$ cat src/rtl/servo_pkg.sv
// Shared types and default timing constants for the servo gate sequencer.
// 50 MHz system clock assumed for the default cycle counts.
package servo_pkg;

    localparam int ST_W = 2;

    typedef enum logic [ST_W-1:0] {
        CLOSED    = 2'd0,
        OPENING   = 2'd1,
        OPEN_HOLD = 2'd2,
        CLOSING   = 2'd3
    } servo_state_t;

    localparam int SERVO_SETTLE_CYCLES = 25_000_000;
    localparam int SERVO_HOLD_CYCLES   = 150_000_000;

endpackage

$ cat src/rtl/servo_gate_sequencer_rr_arbiter.sv
// Combinational round-robin arbiter: searches from rr_ptr+1 (mod NREQ) for the
// first asserted request; the parent owns and updates the pointer.
module rr_arbiter #(
    parameter int NREQ  = 2,
    parameter int IDX_W = 1
) (
    input  logic [NREQ-1:0]  req,
    input  logic [IDX_W-1:0] rr_ptr,
    input  logic             enable,
    output logic [NREQ-1:0]  grant,
    output logic [IDX_W-1:0] grant_idx,
    output logic             grant_valid
);

    logic [IDX_W-1:0] idx;

    always_comb begin
        grant       = '0;
        grant_idx   = '0;
        grant_valid = 1'b0;
        idx         = '0;
        for (int off = 1; off <= NREQ; off++) begin
            idx = IDX_W'((int'(rr_ptr) + off) % NREQ);
            if (enable && !grant_valid && req[idx]) begin
                grant_valid    = 1'b1;
                grant[idx]     = 1'b1;
                grant_idx      = idx;
            end
        end
    end

endmodule

$ cat src/rtl/servo_gate_sequencer.sv
// Open/settle/hold/close sequencer in front of the 0/90 degree servo PWM block.
// Define SERVO_SEQ_RETRIGGER_EN to let requests during OPEN_HOLD extend the hold.
module servo_gate_sequencer
    import servo_pkg::*;
#(
    parameter int NREQ          = 2,
    parameter int SETTLE_CYCLES = SERVO_SETTLE_CYCLES,
    parameter int HOLD_CYCLES   = SERVO_HOLD_CYCLES,
    parameter int TIMER_W       = 32
) (
    input  logic            clk,
    input  logic            rst_n,
    input  logic [NREQ-1:0] req,
    input  logic            close_now,
    output logic [NREQ-1:0] ack,
    output logic            pos_sel,
    output logic            busy,
    output logic            done,
    output logic [ST_W-1:0] state_o
);

    localparam int IDX_W = $clog2(NREQ);
    localparam logic [TIMER_W-1:0] SETTLE_LOAD = TIMER_W'(SETTLE_CYCLES - 1);
    localparam logic [TIMER_W-1:0] HOLD_LOAD   = TIMER_W'(HOLD_CYCLES - 1);

    servo_state_t     state, state_next;
    logic [TIMER_W-1:0] timer, timer_next;
    logic [IDX_W-1:0] rr_ptr, rr_ptr_next;
    logic [NREQ-1:0]  ack_next;
    logic             pos_sel_next, done_next, busy_next;

    logic             arb_en;
    logic [NREQ-1:0]  grant;
    logic [IDX_W-1:0] grant_idx;
    logic             grant_valid;

    rr_arbiter #(
        .NREQ (NREQ),
        .IDX_W(IDX_W)
    ) u_arb (
        .req        (req),
        .rr_ptr     (rr_ptr),
        .enable     (arb_en),
        .grant      (grant),
        .grant_idx  (grant_idx),
        .grant_valid(grant_valid)
    );

    always_ff @(posedge clk or negedge rst_n) begin
        if (!rst_n) begin
            state   <= CLOSED;
            timer   <= '0;
            rr_ptr  <= IDX_W'(NREQ - 1);
            ack     <= '0;
            pos_sel <= 1'b0;
            done    <= 1'b0;
            busy    <= 1'b0;
        end else begin
            state   <= state_next;
            timer   <= timer_next;
            rr_ptr  <= rr_ptr_next;
            ack     <= ack_next;
            pos_sel <= pos_sel_next;
            done    <= done_next;
            busy    <= busy_next;
        end
    end

    // The timer only counts down while nonzero, so it can never wrap.
    always_comb begin
        state_next   = state;
        timer_next   = (timer != '0) ? timer - TIMER_W'(1) : timer;
        rr_ptr_next  = rr_ptr;
        ack_next     = '0;
        pos_sel_next = pos_sel;
        done_next    = 1'b0;
        arb_en       = 1'b0;

        case (state)
            CLOSED: begin
                arb_en = !close_now;
                if (grant_valid) begin
                    ack_next     = grant;
                    rr_ptr_next  = grant_idx;
                    pos_sel_next = 1'b1;
                    timer_next   = SETTLE_LOAD;
                    state_next   = OPENING;
                end
            end
            OPENING: begin
                if (close_now) begin
                    pos_sel_next = 1'b0;
                    timer_next   = SETTLE_LOAD;
                    state_next   = CLOSING;
                end else if (timer == '0) begin
                    timer_next = HOLD_LOAD;
                    state_next = OPEN_HOLD;
                end
            end
            OPEN_HOLD: begin
`ifdef SERVO_SEQ_RETRIGGER_EN
                arb_en = !close_now;
`endif
                // Force-close wins, then a retrigger, then normal hold expiry.
                if (close_now) begin
                    pos_sel_next = 1'b0;
                    timer_next   = SETTLE_LOAD;
                    state_next   = CLOSING;
                end else if (grant_valid) begin
                    ack_next    = grant;
                    rr_ptr_next = grant_idx;
                    timer_next  = HOLD_LOAD;
                end else if (timer == '0) begin
                    pos_sel_next = 1'b0;
                    timer_next   = SETTLE_LOAD;
                    state_next   = CLOSING;
                end
            end
            CLOSING: begin
                if (timer == '0) begin
                    done_next  = 1'b1;
                    state_next = CLOSED;
                end
            end
            default: state_next = CLOSED;
        endcase

        busy_next = (state_next != CLOSED);
    end

    assign state_o = state;

endmodule

$ cat config.mk
export PLATFORM = sky130hd
export DESIGN_NAME = servo_gate_sequencer
export DESIGN_NICKNAME = d
export VERILOG_FILES = /design/src/rtl/servo_pkg.sv /design/src/rtl/servo_gate_sequencer_rr_arbiter.sv /design/src/rtl/servo_gate_sequencer.sv
export SDC_FILE = /design/constraint.sdc
export NUM_CORES = 1
export LEC_CHECK = 0
export ABC_CLOCK_PERIOD_IN_PS = 2400
export CELL_PAD_IN_SITES_DETAIL_PLACEMENT = 1
export CELL_PAD_IN_SITES_GLOBAL_PLACEMENT = 1
export CORE_AREA = 2 2 80 82
export DETAILED_ROUTE_END_ITERATION = 16
export DIE_AREA = 0 0 82 84
export PLACE_DENSITY = 0.77
export SKIP_CTS_REPAIR_TIMING = 1
export SLEW_MARGIN = 25
export SYNTH_ARGS = -nofsm -noshare
export SYNTH_HDL_FRONTEND = slang
export SYNTH_HIERARCHICAL = 1
export SYNTH_SLANG_ARGS = --single-unit
$ cat constraint.sdc
create_clock -name clk -period 2.4 [get_ports clk]
set_input_delay 0.48 -clock clk [delete_from_list [all_inputs] [get_ports clk]]
set_output_delay 0.48 -clock clk [all_outputs]
set_load 0.02 [all_outputs]
# ---- Word-level counts from Yosys, hierarchy flattened
# Cells that the tools add are included.
dict set report word_totals {
  register_bits 40
  out_inout_bits 7
  word_cells 83
  inputBits 5
}
dict set report classes {
  n_lt_le_gt_ge 4
  addsub 3
  mux 45
  reduce_logical 15
  n_eq_ne 8
  bitwise_logic 1
}
# op n
set ops {}
lappend ops {{2-to-1 mux 32 bit} 7}
lappend ops {{one-hot mux 32 bit (3 select lines)} 1}
lappend ops {{zero test 32 bit} 1}
lappend ops {{nonzero test 32 bit} 1}
lappend ops {{subtractor 32 x 1 -> 32 bit, second input constant} 1}
lappend ops {{2-to-1 mux 2 bit} 11}
lappend ops {{2-to-1 mux 1 bit} 20}
lappend ops {{one-hot mux 2 bit (4 select lines)} 1}
lappend ops {{!= test 2 bit, second input constant} 3}
lappend ops {{!= test 3 bit, second input constant} 2}
lappend ops {{logical AND 1 bit} 5}
lappend ops {{AND reduction 5 bit} 1}
lappend ops {{equality test 2 bit, second input constant} 2}
lappend ops {{< comparator 1 x 2 -> 1 bit, second input constant} 2}
lappend ops {{one-hot mux 2 bit (2 select lines)} 1}
lappend ops {{nonzero test 2 bit} 2}
lappend ops {{one-hot mux 1 bit (3 select lines)} 1}
lappend ops {{nonzero test 3 bit} 1}
lappend ops {{adder 1 bit, second input constant} 2}
lappend ops {{demux 1 bit (select 1 bit)} 2}
lappend ops {{equality test 2 x 1 -> 1 bit, second input constant} 1}
lappend ops {{greater-or-equal comparator 1 bit, second input constant} 2}
lappend ops {{zero test 1 bit} 2}
lappend ops {{zero test 2 bit} 1}
lappend ops {{3 further kinds} 3}

# ---- Depth between registers and ports, before layout
# Gate-level depths: netlist (run 1).
dict set report logic_depth {
  word_depth 13
  ltp_mapped 12
  depth_no_buf 11
}

# ---- Cells and area by module
# Netlist (run 1), hierarchy kept.
# mod area_each_um2 cells_each instances seq_area_each_um2
set modules_own_cells {}
lappend modules_own_cells {servo_gate_sequencer 2368.5 260 1 1002.2}
lappend modules_own_cells {rr_arbiter 33.8 7 1 0.0}

# ---- Worst setup path before layout (run 1)
# OpenSTA, ideal clock, no wires.
dict set report synth_path {
  kind {register -> register}
  startpoint {reg timer[0]}
  endpoint {reg busy}
  setup_time_ps 124
  path_buffers 1
  setup_slack_ps 49
  path_stages_with_launch 11
  arrival_time_ps 2227
  required_ps 2276
  synth_period_minus_slack_ps 2351
  cell_sequence {dfrtp_1 -> inv_1 -> ha_1 -> nor4b_1 -> and2_1 -> and4_1 -> buf_4 -> inv_4 -> a311o_1 -> and3_4 -> or2_1}
}
dict set report synth_via {
  elab_chain_len 6
  elab_cells_between_ends 9
  classes_between {mux (7); reduce/logical (2)}
}
# item line_no
set synth_lines {}
lappend synth_lines {{start: declaration} servo_gate_sequencer.sv:27} ;# logic [TIMER_W-1:0] timer, timer_next;
lappend synth_lines {{start signal: assignment} servo_gate_sequencer.sv:60} ;# timer <= timer_next;
lappend synth_lines {{zero test 32 bit (*)} {servo_gate_sequencer.sv:95, servo_gate_sequencer.sv:113, servo_gate_sequencer.sv:120}}
lappend synth_lines {{2-to-1 mux 2 bit} servo_gate_sequencer.sv:113} ;# end else if (timer == '0) begin
lappend synth_lines {{2-to-1 mux 2 bit} servo_gate_sequencer.sv:109} ;# end else if (grant_valid) begin
lappend synth_lines {{2-to-1 mux 2 bit} servo_gate_sequencer.sv:105} ;# if (close_now) begin
lappend synth_lines {{one-hot mux 2 bit (4 select lines) (*)} servo_gate_sequencer.sv:79} ;# case (state)
lappend synth_lines {{net state_next[0]} servo_gate_sequencer.sv:26} ;# servo_state_t state, state_next;
lappend synth_lines {{nonzero test 2 bit (*)} servo_gate_sequencer.sv:128} ;# busy_next = (state_next != CLOSED);
lappend synth_lines {{net busy_next} servo_gate_sequencer.sv:30} ;# logic pos_sel_next, done_next, busy_next;
lappend synth_lines {{end signal: assignment} servo_gate_sequencer.sv:65} ;# busy <= busy_next;
lappend synth_lines {{end: declaration} servo_gate_sequencer.sv:17} ;# output logic busy,
# Mark *: on every way through the listed nets, which the timed path passes. The rest lies on a longest branch.
# A chain may end at the register's enable or synchronous reset.

# ---- Worst setup path in the final report (run 1)
dict set report layout_path {
  startpoint {reg timer[11]}
  endpoint {reg timer[23]}
}
dict set report layout_via {
  elab_chain_len 6
  elab_cells_between_ends 11
  classes_between {add/sub (1); mux (8); reduce/logical (2)}
}
# item line_no
set layout_lines {}
lappend layout_lines {{subtractor 32 x 1 -> 32 bit or nonzero test 32 bit (tied branches)} servo_gate_sequencer.sv:72} ;# timer_next = (timer != '0) ? timer - TIMER_W'(1) : timer;
lappend layout_lines {{2-to-1 mux 32 bit} servo_gate_sequencer.sv:72}
lappend layout_lines {{2-to-1 mux 32 bit} servo_gate_sequencer.sv:113}
lappend layout_lines {{2-to-1 mux 32 bit} servo_gate_sequencer.sv:109}
lappend layout_lines {{2-to-1 mux 32 bit} servo_gate_sequencer.sv:105}
lappend layout_lines {{one-hot mux 32 bit (3 select lines) (*)} servo_gate_sequencer.sv:79}
lappend layout_lines {{net timer_next[23]} servo_gate_sequencer.sv:27}
# Marked as above.

==> results of run 1 <==
## synthesized netlist by cell type (2+ instances only)
cell,count
buf_4,2
or4_1,5
clkbuf_1,7
nand2b_1,3
dfrtp_1,39
o21a_1,3
or3_1,8
xor2_1,7
nand3_1,2
inv_1,13
nor4_1,9
or2_2,3
a21oi_1,20
a22oi_1,2
nand3b_1,3
or4_4,3
nand2_1,13
o21ai_0,30
ha_1,6
nor2_1,22
xnor2_1,18
nor3_1,19
a211oi_1,5
and2_1,2
## routing by layer
layer  global-route usage  routed length, um
met2               0.3407               3459
met4              0.04242                121
met1               0.2672               3012
met5                    0                  0
met3              0.03896                163
## area by class of cell
type,count,area [um2]
clock buffers,6,82.58
clock inverters,2,10.01
fillers,742,3070
inverters,14,55.05
multi-input cells,203,1360
flip-flops and latches,40,1002
well taps,77,96.34
repair buffers,49,419.2
## power groups by stage
stage | registers, mW | logic, mW | clock network, mW
floorplan | 1.09 | 0.939 | 0
global placement | 1.07 | 1.59 | 0
detailed placement | 1.08 | 1.65 | 0
CTS | 1.07 | 1.67 | 0.481
global route | 1.11 | 1.92 | 0.516
finish | 1.08 | 1.72 | 0.473
## cell families after synthesis
| kind of cell | share of synthesized area |
|---|---|
| mux | 0.004687 |
| fa+ha+maj | 0.03125 |
| buf+inv | 0.04219 |
| simple gates | 0.2412 |
| compound gates | 0.1724 |
| flops | 0.4172 |
| xor+xnor | 0.09115 |
## sequential cells by signal, indices dropped and copies added, names as in the netlist
name,flops
state_o,2
busy,1
rr_ptr,1
pos_sel,1
timer,32
ack,2
done,1
## metrics by stage
step                      hold WS (ns)  setup TNS [ns]  cells  instance area [um2]  worst slack (ns)
after floorplan                 0.1844               0    267                 2402           0.04869
after global placement          0.4546               0    379                 2838           0.05774
after detailed placement        0.4582               0    379                 2838           0.03151
after CTS                       0.1344        -0.06450    387                 2930          -0.02569
after global routing            0.1446         -0.1595    391                 3025          -0.03994
final                           0.1127               0    391                 3025           0.05033
## worst max-delay path by stage
stage                        startpoint  slack, ns                  end
floorplan            timer[0]$_DFF_PN0_       0.05       busy$_DFF_PN0_
global placement    timer[16]$_DFF_PN0_       0.06       busy$_DFF_PN0_
detailed placement  timer[16]$_DFF_PN0_       0.03       busy$_DFF_PN0_
CTS                  timer[1]$_DFF_PN0_      -0.03       busy$_DFF_PN0_
global route        timer[11]$_DFF_PN0_      -0.04  timer[11]$_DFF_PN0_
finish              timer[11]$_DFF_PN0_       0.05  timer[23]$_DFF_PN0_
## placed cells by master (no fill, tap or decap), drive strengths merged, types with 4 or more instances in the layout
cell	synthesis	layout
dfrtp	39	39
xnor2	18	18
o21ai	31	31
or2	4	4
nand2	13	13
nor2	22	22
clkbuf	7	6
xor2	7	7
nor4	9	9
nor3	20	20
a211oi	5	5
a21oi	20	20
buf	3	39
clkdlybuf4s50	0	10
or4	8	8
ha	6	6
inv	14	14
or3	8	8
==> out/metrics.csv, run 1 <==
metric,value,unit
Initial Util,0.3941,
cell internal pwr,1.897,mW
grt total ovfl,0,
FF-to-FF Start,timer[11]$_DFF_PN0_,
Root Driver,clkbuf_8,
syn nets,278,
clk buf depth,2,
critical path class,register to register,
CTS H-tree depth,2,
full die area,6888,um2
via count of the first global-routing pass,2171,
Synth area leaders,"dfrtp_1 41%, xnor2_1 6.6%, o21ai_0 6.3%",
Fmax achieved,0.4256,GHz
DRC errors left,0,
PortBufs,11,
#FFs+latches synth,40,
Clock Skew,0.01135,ns
I/O pin total,12,
post-route clock period utilization,0.9790,
RePlAce Congestion,0.7834,
"EDFF count, synth",0,
"Avg Cell Area, Syn",8.997,um2
Via density,5.581,
core area,6096,um2
wire length of the first global-routing pass,10760,um
drt total wl,6757,um
ys flop type,dfrtp_1,
Antenna diodes,0,
transition time of the tightest slew-check pin,0.5058,ns
Worst Path Buf+Inv,1,
clk sinks,40,
Final Setup Violations,0,
drt pass-1 iters,4,
crit path launch type,register,
cell taking the most area after synthesis,dfrtp_1,
share of the synthesized area in the top cell type,0.4063,
drt wl/cell,17.28,um
Pins Over Slew Limit,0,
"Max stage delay cell, worst path",or4_1,
Power Density,1083,nW/um2
max_cap viols,0,
Critical Path RT,2.62,ns
Gate power share,0.524,
Clock Pin Slew Worst Setup and Hold Paths,0.08,ns
endpoint class of the critical path,register,
"reg-to-reg slack, setup",0.05,ns
Die Span Y,84,um
Slew headroom,0.6602,
Total Nets Final,324,
CP cell instances,"or4_1, or4_4, o21ai_4, buf_12, nor3_1, xnor2_1, o21ai_0",
Syn. warnings,6,
P_leak,1.209,nW
CTS tree,yes,
worst hold path class,primary input to async pin,
Reg2Reg Depth,7,
CP arrival,2.57,ns
clock network power share,0.144,
share of post-route cells with drive strength above 1,0.2261,
P_sw,1.379,mW
synthesized cell area,2402,um2
Async SR Flop Fraction,1.000,
cts bufs inserted,5,
status,finished clean,
initial antenna violation count,0,
"CP delay by family, top",simple AND/OR/NAND/NOR gates,
CP Max Fanout,14,
Die X,82,um
Total Power,3.277,mW
utilization after layout,0.4963,
Flop pwr share,0.331,
antenna-violating nets left,0,
DPL Wire Length,4679,um
sequential fraction of the synthesis area,0.4172,
Initial DRC Count,78,
num rows,29,
Hold Fails Final Rpt,0,
largest net degree at the start of global routing,21,
worst vdd ir,0.0005905,V
Stages on worst setup path,7,
Via Count,2182,
reg-to-reg endpoint,timer[23]$_DFF_PN0_,
"Clk Latency, worst-skew pair",0.30,ns
switching share of power,0.4210,
Tot GR Track Use,0.2025,
P&R area growth vs syn,25.94,%
count of cell types in the netlist,47,
Syn Inst Count,267,
min cycle time layout,2.350,ns
"slowest stage delay, CP",0.60,ns
RSZ-0062 raised after global routing,true,
Power figures use the tool's default switching activity.
==> run 2, diff against run 1 <==
--- a/config.mk
+++ b/config.mk
@@ -8,13 +8,12 @@
 export ABC_CLOCK_PERIOD_IN_PS = 2400
 export CELL_PAD_IN_SITES_DETAIL_PLACEMENT = 1
 export CELL_PAD_IN_SITES_GLOBAL_PLACEMENT = 1
-export CORE_AREA = 2 2 80 82
+export CORE_AREA = 2 2 79 81
 export DETAILED_ROUTE_END_ITERATION = 16
-export DIE_AREA = 0 0 82 84
+export DIE_AREA = 0 0 81 83
 export PLACE_DENSITY = 0.77
 export SKIP_CTS_REPAIR_TIMING = 1
 export SLEW_MARGIN = 25
 export SYNTH_ARGS = -nofsm -noshare
 export SYNTH_HDL_FRONTEND = slang
-export SYNTH_HIERARCHICAL = 1
 export SYNTH_SLANG_ARGS = --single-unit
==> run 2 against run 1 <==
The run now ends with negative setup slack left. Clock power shrank 2%. Power rose by 8.5%. Final area increased by 2.8%. Combinational power up 13%. Worst setup slack lost 0.086 ns. Largest cell class unchanged. Largest power group unchanged.
==> out/metrics.csv, run 2 <==
metric,value,unit,change
status,"finished, violations left",,
failing checks,negative setup slack,,
RSZ-0062 raised after global routing,true,,
most frequent cell after synthesis,dfrtp_1,,
critical path class,register to register,,
PortBufs,11,,unchanged
synthesized cell area,2365,um2,-1.6%
Hold Fails Final Rpt,0,,unchanged
#FFs+latches synth,40,,unchanged
cell taking the most area after synthesis,dfrtp_1,,
max reg flops,32,,unchanged
Fmax achieved,0.4106,GHz,-3.5%
grt total ovfl,0,,unchanged
drt total wl,6915,um,+2.3%
Initial DRC Count,34,,-56%
Clock Pin Slew Worst Setup and Hold Paths,0.08,ns,about the same
worst hold path class,register to register,,
crit path launch type,register,,
clk buf depth,2,,unchanged
sequential fraction of the synthesis area,0.4238,,+0.006622
cts bufs inserted,5,,unchanged
syn nets,260,,-6.5%
CTS H-tree depth,2,,unchanged
ys flop type,dfrtp_1,,
Die Span Y,83,um,-1.2%
share of post-route cells with drive strength above 1,0.2825,,+0.05635
core area,5816,um2,-4.6%
Synth area leaders,"dfrtp_1 41%, xnor2_1 5.6%, o21ai_0 5.3%",,
Via Count,2122,,-2.7%
wire length of the first global-routing pass,10930,um,+1.6%
drt pass-1 iters,4,,unchanged
max_cap viols,0,,unchanged
worst vdd ir,0.0006010,V,+1.8%
Die X,81,um,-1.2%
Tot GR Track Use,0.2114,,+0.008896
P_leak,1.246,nW,+3.1%
drt wl/cell,18.05,um,+4.5%
Critical Path RT,2.57,ns,-0.05 ns
min cycle time layout,2.435,ns,+0.08575 ns
via count of the first global-routing pass,2312,,+6.5%
Total Nets Final,319,,-1.5%
Power Density,1142,nW/um2,+5.5%
Commonest cells post-synth,"39 x dfrtp_1, 25 x nor2_1, 25 x o21ai_0, 15 x xnor2_1, 13 x nor3_1",,
Syn Inst Count,248,,-7.1%
Total Power,3.554,mW,+8.5%
hold slack,0.5217,ns,+0.4090 ns
I/O pin total,12,,unchanged
"Clk Latency, worst-skew pair",0.29,ns,about the same
Async SR Flop Fraction,1.000,,unchanged
transition time of the tightest slew-check pin,0.6005,ns,+0.09468 ns
CP arrival,2.60,ns,+0.03 ns
initial antenna violation count,0,,unchanged
"EDFF count, synth",0,,unchanged
Root Driver,clkbuf_8,,
Reg with most FFs,timer,,
most frequent cells in the layout,"46 x buf_4, 39 x dfrtp_1, 24 x o21ai_0",,
setup TNS,-0.03543,ns,-0.03543 ns
full die area,6723,um2,-2.4%
antenna-violating nets left,0,,unchanged
Syn. warnings,0,,-6
"Avg Cell Area, Syn",9.535,um2,+6.0%
post-route clock period utilization,1.015,,+0.03573
Slew headroom,0.5960,,-0.06422
Final Non-Filler Cells,383,,-2.0%
Final Setup Violations,1,,+1
count of cell types in the netlist,49,,+4.3%
clk sinks,40,,unchanged
Pins Over Slew Limit,0,,unchanged
P&R area growth vs syn,31.53,%,
DPL Wire Length,5085,um,+8.7%
largest net degree at the start of global routing,19,,-9.5%
num rows,28,,-3.4%
share of the synthesized area in the top cell type,0.4127,,+0.006448
setup ws final,-0.03543,ns,-0.08575 ns
Antenna diodes,0,,unchanged
DRC errors left,0,,unchanged
most common library cell in the layout ignoring fill and taps,buf_4,,
FILL cells,682,,-8.1%
endpoint class of the critical path,register,,
Via density,5.540,,-0.72%
CP Max Fanout,3,,-11
Initial Util,0.4066,,+0.01254
Placed Cells,371,,-2.1%
CTS tree,yes,,
RePlAce Congestion,0.8721,,+11%
Clock Skew,0.006849,ns,-0.004498 ns
==> run 2: routing by layer <==
layer  track usage  share of wire
met1        0.2443           0.42
met2        0.3899           0.55
met3       0.03587          0.016
met4       0.06009          0.014
met5             0              0
==> run 2: worst max-delay path, cell delays in order (launching register included) <==
cell and delay, ns:
dfrtp_1 0.41, or4_4 0.54, or4_4 0.49, or4_4 0.47, nor4_4 0.17, xnor2_1 0.17
o21ai_2 0.07
==> run 2: final cells by class <==
cell class / instances / area [um2] / share of cell area
inverter: 9 / 33.78 / 0.01086
clock buffer: 8 / 90.09 / 0.02896
timing repair buffer: 59 / 471.7 / 0.1516
tap: 75 / 93.84 / 0.03017
multi-input combinational: 192 / 1419 / 0.4562
sequential: 40 / 1002 / 0.3222
==> run 2: through the flow <==
stage                 util  setup WS (ns)  area (um2)
floorplan                -       0.001354        2365
global placement    0.4929      -0.001286        2867
detailed placement  0.4929        -0.1297        2867
CTS                 0.5084        -0.1638        2957
global route        0.5349       -0.08743        3110
finish              0.5349       -0.03543        3110
==> run 2: report_power, final <==
part           internal [mW]  total [mW]  switching (mW)
Clock                  0.235       0.465           0.231
Sequential             0.918        1.14           0.225
Combinational          0.877        1.95            1.07
Total                   2.03        3.55            1.52
==> run 2: cell families after synthesis <==
family	after synthesis	synth area share
flops	40	0.4238
buf+inv	16	0.02592
simple gates	106	0.2757
fa+ha+maj	7	0.03704
compound gates	52	0.1376
xor+xnor	27	0.1000
==> run 2: path summary, 6_finish.rpt <==
check	startpoint	to	slack [ns]	cells after the start
max	timer[2]$_DFF_PN0_	timer[14]$_DFF_PN0_	-0.04	6
min	rr_ptr$_DFFE_PN1P_	rr_ptr$_DFFE_PN1P_	0.52	2
max reg2reg	timer[2]$_DFF_PN0_	timer[14]$_DFF_PN0_	-0.04	6
min reg2reg	rr_ptr$_DFFE_PN1P_	rr_ptr$_DFFE_PN1P_	0.52	2
max in group asynchronous	rst_n	rr_ptr$_DFFE_PN1P_	1.33	3
min in group asynchronous	rst_n	timer[20]$_DFF_PN0_	0.53	2
==> run 3, diff against run 2 <==
--- a/config.mk
+++ b/config.mk
@@ -12,6 +12,7 @@
 export DETAILED_ROUTE_END_ITERATION = 16
 export DIE_AREA = 0 0 81 83
 export PLACE_DENSITY = 0.77
+export SETUP_SLACK_MARGIN = 0.5
 export SKIP_CTS_REPAIR_TIMING = 1
 export SLEW_MARGIN = 25
 export SYNTH_ARGS = -nofsm -noshare
==> run 3 against run 2 <==
The run still ends with negative setup slack left. Clock-buffer cell count decreased by 2. Non-clock buffer count increased by 14. Via count increased by 9.4%. Flip-flop and latch count unchanged. Sequential power about the same. Hold slack got worse by 0.26 ns. Die area unchanged. Combinational power increased by 30%. Power increased by 20%. Global-route usage increased by 0.90 points. Maximum frequency decreased by 0.37%. Register-to-register slack about the same. Largest power group unchanged. Highest routed layer unchanged.
==> out/metrics.csv, run 3 (same netlist as run 2, synthesis figures left out) <==
metric,value,unit,change
status,"finished, violations left",,
failing checks,negative setup slack,,
drt total wl,8589,um,+24%
Clock Pin Slew Worst Setup and Hold Paths,0.09,ns,about the same
clock network power share,0.134,,+0.003
Antenna diodes,0,,unchanged
share of post-route cells with drive strength above 1,0.4303,,+0.1479
"Clk Latency, worst-skew pair",0.32,ns,+0.03 ns
largest net degree at the start of global routing,38,,+19
Worst Path Buf+Inv,0,,unchanged
Power Density,1195,nW/um2,+4.6%
via count of the first global-routing pass,2367,,+2.4%
Via density,5.834,,+5.3%
CP cell instances,"or4_4, or4_4, or4_4, nor4_4, xnor2_1, o21ai_2",,
crit path launch type,register,,
Clock Skew,0.01079,ns,+0.003944 ns
RePlAce Congestion,0.8188,,-6.1%
Final Non-Filler Cells,398,,+3.9%
I/O pin total,12,,unchanged
Gate power share,0.592,,+0.044
DRC errors left,0,,unchanged
Final Setup Violations,4,,+3
post-route clock period utilization,1.019,,+0.003756
most frequent cells in the layout,"53 x buf_4, 38 x dfrtp_1, 20 x nor2_1",,
Reg2Reg Depth,6,,unchanged
clk sinks,40,,unchanged
grt total ovfl,0,,unchanged
P_sw,1.953,mW,+28%
Slew headroom,0.4356,,-0.1604
CP arrival,2.65,ns,+0.05 ns
Total Nets Final,334,,+4.7%
P&R area growth vs syn,51.38,%,
most common library cell in the layout ignoring fill and taps,buf_4,,
critical path class,register to register,,
hold slack,0.2600,ns,-0.2617 ns
Flop pwr share,0.275,,-0.047
transition time of the tightest slew-check pin,0.8466,ns,+0.2461 ns
Die X,81,um,unchanged
antenna-violating nets left,0,,unchanged
cell internal pwr,2.325,mW,+15%
P_leak,1.385,nW,+11%
setup ws final,-0.04444,ns,-0.009015 ns
cts bufs inserted,5,,unchanged
reg-to-reg endpoint,timer[14]$_DFF_PN0_,,
setup TNS,-0.08740,ns,-0.05197 ns
Critical Path RT,2.61,ns,+0.04 ns
full die area,6723,um2,unchanged
drt pass-1 iters,6,,+2
Placed Cells,373,,+0.54%
min cycle time layout,2.444,ns,+0.009015 ns
"reg-to-reg slack, setup",-0.04,ns,about the same
cell mode on critical path,or4_4,,
FF-to-FF Start,timer[5]$_DFF_PN0_,,
initial antenna violation count,0,,unchanged
CTS H-tree depth,2,,unchanged
num rows,28,,unchanged
DPL Wire Length,5010,um,-1.5%
RSZ-0062 raised after global routing,true,,
drt wl/cell,21.58,um,+20%
"slowest stage delay, CP",0.55,ns,about the same
Reg with most FFs,timer,,
max reg flops,32,,unchanged
Fmax achieved,0.4091,GHz,-0.37%
max_cap viols,0,,unchanged
endpoint class of the critical path,register,,
Root Driver,clkbuf_8,,
CTS tree,yes,,
CP Max Fanout,2,,-1
PortBufs,11,,unchanged
Pins Over Slew Limit,0,,unchanged
wire length of the first global-routing pass,11450,um,+4.7%
Hold Fails Final Rpt,0,,unchanged
switching share of power,0.4566,,+0.02766
clk buf depth,2,,unchanged
Initial Util,0.4066,,unchanged
Die Span Y,83,um,unchanged
"Max stage delay cell, worst path",or4_4,,
"CP delay by family, top",simple AND/OR/NAND/NOR gates,,
core area,5816,um2,unchanged
Via Count,2322,,+9.4%
Initial DRC Count,115,,+240%
Tot GR Track Use,0.2204,,+0.009008
worst hold path class,primary input to async pin,,
worst vdd ir,0.0008631,V,+44%
## run 3: changes by cell type in the layout (fill, tap and decap cells not counted), moves of 4 or more
cell | previous run | this run
o21ai_2 | 2 | 6
nor3_1 | 12 | 6
buf_4 | 46 | 53
o21ai_0 | 24 | 8
nor3_2 | 3 | 7
nor4_4 | 5 | 11
buf_6 | 1 | 9
o21ai_1 | 1 | 12
nor2_4 | 0 | 4
## run 3: worst max-delay path by stage
| stage | cells past startpoint | endpoint | startpoint |
|---|---|---|---|
| 2_1_floorplan | 7 | busy$_DFF_PN0_ | timer[2]$_DFF_PN0_ |
| 3_3_place_gp | 6 | timer[14]$_DFF_PN0_ | timer[3]$_DFF_PN0_ |
| 3_5_place_dp | 9 | timer[20]$_DFF_PN0_ | timer[0]$_DFF_PN0_ |
| 4_1_cts | 9 | timer[20]$_DFF_PN0_ | timer[0]$_DFF_PN0_ |
| 5_1_grt | 9 | timer[14]$_DFF_PN0_ | timer[1]$_DFF_PN0_ |
| 6_report | 6 | timer[14]$_DFF_PN0_ | timer[5]$_DFF_PN0_ |
## run 3: per-layer routing
metal / up-vias / routed length (um) / global-route usage
met1: 1207 / 3389 / 0.2708
met2: 47 / 4797 / 0.3794
li1: 1054 / - / -
met5: - / 0 / 0
met4: 0 / 170 / 0.08320
met3: 14 / 231 / 0.03696
## run 3: area by class of cell
cell class	count	area, um2
Tap cell	75	93.84
Fill cell	634	2236
Clock buffer	6	72.57
Sequential cell	40	1003
Clock inverter	2	35.03
Timing Repair Buffer	73	604.3
Multi-Input combinational cell	193	1734
Inverter	9	36.28
## run 3: power groups by stage
| stage | Clock (mW) | Sequential, mW | Combinational, mW |
|---|---|---|---|
| after global placement | 0 | 1.12 | 1.78 |
| after detailed placement | 0 | 1.13 | 1.86 |
| after CTS | 0.565 | 1.12 | 1.88 |
| after global routing | 0.611 | 1.20 | 2.69 |
| final | 0.572 | 1.17 | 2.53 |
| after floorplan | 0 | 1.19 | 1.00 |
## run 3: metrics by stage
step	cell area (um2)	utilization	setup WS, ns	total power, mW
after CTS	3005	0.5168	-0.2442	3.565
after floorplan	2382	-	0.03584	2.187
final	3580	0.6155	-0.04444	4.278
after global routing	3580	0.6155	-0.09999	4.503
after detailed placement	2898	0.4983	-0.1763	2.988
after global placement	2898	0.4983	-0.06849	2.900
